### src/rtl/cpu_pkg.sv
// Shared definitions for the 5-instruction Harvard core: opcodes, fetch FSM
// states and the default reset vector.
package cpu_pkg;

  localparam logic [5:0]  OP_RTYPE = 6'h00;
  localparam logic [5:0]  OP_HALT  = 6'h3F;
  localparam logic [5:0]  FUNC_JR  = 6'h08;

  localparam logic [31:0] RESET_VECTOR_DEFAULT = 32'hBFC0_0000;

  typedef enum logic [1:0] {
    FETCH  = 2'd0,
    EXEC   = 2'd1,
    HALTED = 2'd2
  } fetch_state_t;

  // Instruction addresses must be word aligned; low two bits select a byte.
  function automatic logic is_word_aligned(input logic [1:0] low_bits);
    return (low_bits == 2'b00);
  endfunction

endpackage

### src/rtl/fetch_sequencer.sv
// PC / IR owner and FETCH-EXEC phase sequencer with one branch-delay slot;
// feeds opcode/func to the control decoder and consumes its branch/halt.
module fetch_sequencer
  import cpu_pkg::*;
#(
  parameter int                ADDR_W       = 32,
  parameter logic [ADDR_W-1:0] RESET_VECTOR = RESET_VECTOR_DEFAULT
) (
  input  logic              clk,
  input  logic              reset,
  output logic [ADDR_W-1:0] instr_addr,
  output logic              instr_read,
  input  logic [31:0]       instr_rdata,
  output logic              state,
  output logic [5:0]        instruction_opcode,
  output logic [5:0]        func_code,
  output logic [31:0]       ir,
  output logic [ADDR_W-1:0] pc,
  input  logic              branch,
  input  logic [ADDR_W-1:0] branch_target,
  input  logic              halt,
  output logic              active,
  output logic              addr_error
);

  localparam logic [ADDR_W-1:0] PC_STEP = ADDR_W'(3'd4);

  fetch_state_t      fsm_r, fsm_s;
  logic [ADDR_W-1:0] pc_r, pc_s;
  logic [31:0]       ir_r, ir_s;
  logic              pending_r, pending_s;
  logic [ADDR_W-1:0] pending_target_r, pending_target_s;
  logic              active_r, active_s;
  logic              addr_error_r, addr_error_s;
  logic              state_r;
  logic              instr_read_r;

  // Next-state logic; branch/halt/target are only looked at in EXEC so they
  // cannot disturb state (or spread X) in FETCH or HALTED.
  always_comb begin
    fsm_s            = fsm_r;
    pc_s             = pc_r;
    ir_s             = ir_r;
    pending_s        = pending_r;
    pending_target_s = pending_target_r;
    active_s         = active_r;
    addr_error_s     = addr_error_r;
    case (fsm_r)
      FETCH: begin
        ir_s  = instr_rdata;
        fsm_s = EXEC;
      end
      EXEC: begin
        if (halt) begin
          fsm_s    = HALTED;
          active_s = 1'b0;
        end else if (branch && !is_word_aligned(branch_target[1:0])) begin
          fsm_s        = HALTED;
          active_s     = 1'b0;
          addr_error_s = 1'b1;
        end else begin
          // A branch taken by the previous instruction lands now; this
          // instruction was its delay slot.
          if (pending_r) begin
            pc_s = pending_target_r;
          end else begin
            pc_s = pc_r + PC_STEP;
          end
          pending_s = branch;
          if (branch) begin
            pending_target_s = branch_target;
          end else begin
            pending_target_s = pending_target_r;
          end
          fsm_s = FETCH;
        end
      end
      HALTED: begin
        fsm_s    = HALTED;
        active_s = 1'b0;
      end
      default: begin
        fsm_s    = HALTED;
        active_s = 1'b0;
      end
    endcase
  end

  // State registers; state/instr_read are registered from the next FSM value.
  always_ff @(posedge clk) begin
    if (reset) begin
      fsm_r            <= FETCH;
      pc_r             <= RESET_VECTOR;
      ir_r             <= 32'h0000_0000;
      pending_r        <= 1'b0;
      pending_target_r <= '0;
      active_r         <= 1'b1;
      addr_error_r     <= 1'b0;
      state_r          <= 1'b0;
      instr_read_r     <= 1'b1;
    end else begin
      fsm_r            <= fsm_s;
      pc_r             <= pc_s;
      ir_r             <= ir_s;
      pending_r        <= pending_s;
      pending_target_r <= pending_target_s;
      active_r         <= active_s;
      addr_error_r     <= addr_error_s;
      state_r          <= (fsm_s == EXEC);
      instr_read_r     <= (fsm_s == FETCH);
    end
  end

  assign instr_addr         = pc_r;
  assign pc                 = pc_r;
  assign ir                 = ir_r;
  assign instruction_opcode = ir_r[31:26];
  assign func_code          = ir_r[5:0];
  assign state              = state_r;
  assign instr_read         = instr_read_r;
  assign active             = active_r;
  assign addr_error         = addr_error_r;

endmodule

### config.mk
export PLATFORM = sky130hd
export DESIGN_NAME = fetch_sequencer
export DESIGN_NICKNAME = d
export VERILOG_FILES = /design/src/rtl/cpu_pkg.sv /design/src/rtl/fetch_sequencer.sv
export SDC_FILE = /design/constraint.sdc
export NUM_CORES = 1
export LEC_CHECK = 0
export CORE_MARGIN = 2
export CORE_UTILIZATION = 40
export CTS_BUF_LIST = sky130_fd_sc_hd__clkbuf_8
export CTS_CLUSTER_DIAMETER = 120
export CTS_CLUSTER_SIZE = 14
export DETAILED_ROUTE_END_ITERATION = 6
export GPL_TIMING_DRIVEN = 1
export PLACE_DENSITY = 0.7
export SLEW_MARGIN = 40
export SYNTH_ARGS = -nofsm -noshare
export SYNTH_HDL_FRONTEND = slang
export SYNTH_SLANG_ARGS = --single-unit
### constraint.sdc
create_clock -name clk -period 4.35 [get_ports clk]
set_input_delay 0.6525 -clock clk [delete_from_list [all_inputs] [get_ports clk]]
set_output_delay 0.6525 -clock clk [all_outputs]
set_load 0.01 [all_outputs]
; ---- Yosys cells after proc, flatten, opt, wreduce, memory -nomap -nowiden
; Index checks and enable logic that the tools add are counted.
[totals]
reg_bits = 103
out_inout_bits = 112
[op_classes]
add_sub_neg = 1
n_eq_ne = 3
mux = 7
bitwise = 3
reduce_logical = 9
[op_table]
columns = cell, n
row1 = "32-bit by 3-bit adder with 32-bit output, second input constant", 1
row2 = 32-bit 2-to-1 mux, 1
row3 = 2-bit zero test, 3
row4 = 3-bit AND reduction, 2
row5 = "2-bit by 1-bit == test with 1-bit output, second input constant", 2
row6 = 2-bit 2-to-1 mux, 2
row7 = 2-bit case mux with 2 select lines, 1
row8 = 4-bit AND reduction, 1
row9 = "3-bit != test, second input constant", 1
row10 = 1-bit NOT, 3
row11 = 1-bit 2-to-1 mux, 2
row12 = 1-bit case mux with 2 select lines, 1
row13 = 2-bit AND reduction, 1
row14 = 1-bit logical AND, 1
row15 = 1-bit zero test, 1

; ---- Depth between registers and ports, before layout
[logic_depth]
word_depth = 7
depth_mapped = 6
mapped_depth_nobuf = 5

; ---- Worst setup path before layout
; OpenSTA, ideal clock, no wires.
[synth_timing]
path_kind = input port to flip-flop
startpoint = in branch_target[0]
endpoint = reg pc_r[27] (netlist: instr_addr[27])
setup_time_ns = 0.116
t_arrival_ns = 1.818
required_ns = 4.234
path_slack_ns = 2.416
path_stages = 5
path_cell_list = o21ai_1 > nand2_1 > clkbuf_1 > o41a_1 > o211a_1
[synth_between]
elab_chain_len = 5
[synth_rtl]
columns = element, line_no
row1 = "start, declared", fetch_sequencer.sv:20  ; input logic [ADDR_W-1:0] branch_target,
row2 = 2-bit zero test, cpu_pkg.sv:19  ; return (low_bits == 2'b00);
row3 = 1-bit zero test, fetch_sequencer.sv:57  ; end else if (branch && !is_word_aligned(branch_target[1:0])) begin
row4 = 1-bit logical AND, fetch_sequencer.sv:57
row5 = 1-bit NOT (no source line), --
row6 = 3-bit AND reduction (no source line), --
row7 = "end signal, assigned", fetch_sequencer.sv:103  ; pc_r <= pc_s;
row8 = "end, declared", fetch_sequencer.sv:29  ; logic [ADDR_W-1:0] pc_r, pc_s;
; No other way between the ends.
; A chain may end at the register's enable or synchronous reset.

; ---- Final worst setup path
[layout_timing]
startpoint = in halt
endpoint = reg pc_r[29] (netlist: instr_addr[29])
[layout_between]
elab_chain_len = 2
[layout_rtl]
columns = element, line_no
row1 = "start, declared", fetch_sequencer.sv:21  ; input logic halt,
row2 = 1-bit NOT (no source line), --
row3 = 3-bit AND reduction (no source line), --
; No other way between the ends.

==> reports/results.txt <==
Critical Path Source: halt
worst relative slew slack: 0.4688
CP max FO: 21
clock transition at the registers of the reported paths: 0.11 ns
period utilization: 0.5764
largest family of logic cells by synthesized area: compound AO/OA/AOI/OAI gates
H-tree levels: 3
overall routing resource usage: 0.2093
num rows: 39
Compound-Gate Fraction of Synth Area: 0.2328
Place WS: 1.435 ns
gr ovfl total: 0
Lkg Pwr: 2.251 nW
root buffer cell: clkbuf_8
post-synthesis adder-cell area fraction: 0.002616
Synth-to-Final Area Change: 36.12%
Post-synth EDFFs: 0
worst slew pin tran: 0.7960 ns
TritonRoute pass-1 iters: 5
Final Hold Fails: 0
Worst Path Arrival: 2.79 ns
Core Box Area: 11560 um2
Routed Antenna Nets: 0
die footprint: 12850 um2
first-pass GRT wire length: 21790 um
max cap viols: 0
initial antenna violation count: 0
FFs w/ async S/R, synth: 0
Tot Pwr: 0.002050 W
Post-Syn Area: 4783 um2
Power Internal: 0.001452 W
Slew Viols, Final: 0
synth unique cells: 60
IO buf count: 179
vias: 4608
die width: 113.4 um
vias in the first global route: 4396
hold_buf cts: 0
Final setup viols: 0
Net Count, Synth: 622
maximum VDD drop: 0.0001605 V
clock skew: 0.01226 ns
DR vias/cell: 5.668
largest net degree at the start of global routing: 48
Post-Synth XOR/XNOR Area: 0
clock share of power: 0.280
post-layout net count: 734
Worst Path Required: 4.63 ns
routed len/inst: 16.93 um
placer congestion estimate: 0.8658
TritonCTS clock tree: done
status: completed
Achievable Freq: 0.3988 GHz
RSZ-0062 raised after global routing: false
share of post-route cells with drive strength above 1: 0.06418
design area: 6511 um2
post-synthesis simple-gate area fraction: 0.2098
Final HPWL DP: 9668 um
Sink Count: 102
I/O pins: 180
Ys Warns: 0
Hold Path Class: reg -> reg
multiplexer share of the synthesized area: 0.01256
Clock Tree Buf Depth: 2
Core Util, Final: 0.5630
Worst Setup Start Kind: primary input
Post-Syn Instances: 553
sequential share of the synthesized area: 0.4269
Comb pwr share: 0.206
Die H: 113.4 um
final setup TNS: 0 ns
Worst-Skew Late Latency: 0.38 ns
R2R setup slack: 2.07 ns
R2R Path Start: instr_addr[4]
Synth Flop Type: dfxtp_1
post-place instance area: 6327 um2
Setup Buffers After CTS: 0
WS Path Type: in -> reg
r2r worst-path depth: 4
Critical R2R Capture: instr_addr[21]
critical path capture point type: flop
switching power: 0.0005981 W
drt initial violations: 311
Net Sw Frac: 0.2918
WL final: 13760 um
final critical-path setup slack: 1.842 ns
Resize count post-CTS: 0
antenna cells: 0
Starting Density: 0.4136
post-layout minimum cycle time: 2.508 ns
syn avg cell area: 8.650 um2
Power Dens Cells: 314.8 nW/um2
CTS buffer count: 9
# DRC: 0
register share of total power: 0.514
end of the critical path: instr_addr[29]
Yosys reg bits: 102
state kept, by name, indices dropped and copies added, names as in the netlist:
| register | count |
|---|---|
| active | 1 |
| addr_error | 1 |
| fsm_r | 1 |
| instr_addr | 32 |
| instr_read | 1 |
| ir | 32 |
| pending_r | 1 |
| pending_target_r | 32 |
| state | 1 |
worst min path at each step:
stage | from | to | slack, ns | cells past startpoint
global route | pending_target_r[4] | pending_target_r[4] | 0.48 | 2
floorplan | pending_target_r[0] | instr_addr[0] | 0.43 | 2
finish | pending_target_r[18] | pending_target_r[18] | 0.46 | 2
detailed placement | pending_target_r[18] | pending_target_r[18] | 0.45 | 2
global placement | pending_target_r[0] | instr_addr[0] | 0.44 | 2
CTS | pending_target_r[8] | pending_target_r[8] | 0.46 | 2
through the flow:
stage / hold slack [ns] / cells
after global placement: 0.4390 / 797
after detailed placement: 0.4477 / 797
final: 0.4612 / 813
after floorplan: 0.4274 / 553
after global routing: 0.4797 / 813
after CTS: 0.4637 / 813
cells in the final DEF (no fill, tap or decap), types with 2 or more instances in the layout:
cell type          n
a31oi_1            7
or4_1              4
o31ai_1            2
clkdlybuf4s50_1  178
nand2_1           79
a211o_1            4
or2_2              2
a22oi_1           11
a311oi_1           2
clkinv_4           2
nor2_1            16
dfxtp_1          102
and4_1             9
a22o_1            34
nor4b_1            2
nor4_1             9
nor2b_1            2
a41oi_1            2
buf_4              9
nor4_4             2
a211oi_1          11
clkbuf_8           9
inv_6              4
and2_1             3
nor2_2             2
inv_1             12
a21oi_1           49
nor3_1            13
o31a_1             3
o21ai_0            5
and3_1             8
nand4_1           13
mux2i_1            6
nand3_1           11
o21ai_1            2
nor3_2             3
o22ai_1           10
a32oi_1            2
a2111oi_0          4
power by group through the flow:
stage          Sequential, W  Combinational (W)  Clock (W)
6_report             0.00105           0.000423   0.000574
5_1_grt              0.00106           0.000452   0.000623
4_1_cts              0.00105           0.000425   0.000589
3_5_place_dp         0.00107           0.000423          0
3_3_place_gp         0.00107           0.000418          0
2_1_floorplan        0.00108           0.000192          0
cells in the mapped netlist, drive strengths merged (10+ instances only):
cell type  instances  share of area
inv               11         0.0086
clkbuf            29          0.023
nor2              18          0.015
nand3             12          0.015
nand2             79          0.062
o22ai             10          0.013
nor3              16          0.018
a21oi             49          0.051
buf               57          0.084
dfxtp            102           0.43
a211oi            11          0.017
nor4              12          0.020
a22o              34          0.062
a22oi             11          0.017
nand4             14          0.020
worst max-delay path: stages:
cell             delay (ns)
clkdlybuf4s50_1        0.47
or3b_4                 0.53
nor2_2                 0.66
a31oi_1                0.18
o221a_2                0.29
per-layer routing:
layer / vias to the layer above / global-route usage / share of wire
li1: 2223 / - / -
met1: 2184 / 0.2607 / 0.43
met2: 186 / 0.3469 / 0.48
met3: 15 / 0.06802 / 0.081
met4: 0 / 0.06179 / 0.012
met5: - / 0 / 0
logic make-up (layout without fill, tap and decap cells):
group,count (synthesis),count (layout)
AO/OA/AOI/OAI,159,159
adder cells (fa/ha/maj),1,1
buffers and inverters,97,214
multiplexers,6,6
flip-flops,102,102
AND/OR/NAND/NOR,188,188
layout make-up:
type	count	area, um2
fillers	1040	5054
clock inverters	7	56.30
multi-input cells	354	2220
clock buffers	9	123.9
flip-flops and latches	102	2042
well taps	143	178.9
repair buffers	187	1849
inverters	11	41.29
No activity file was read; power rests on OpenSTA's default activity.
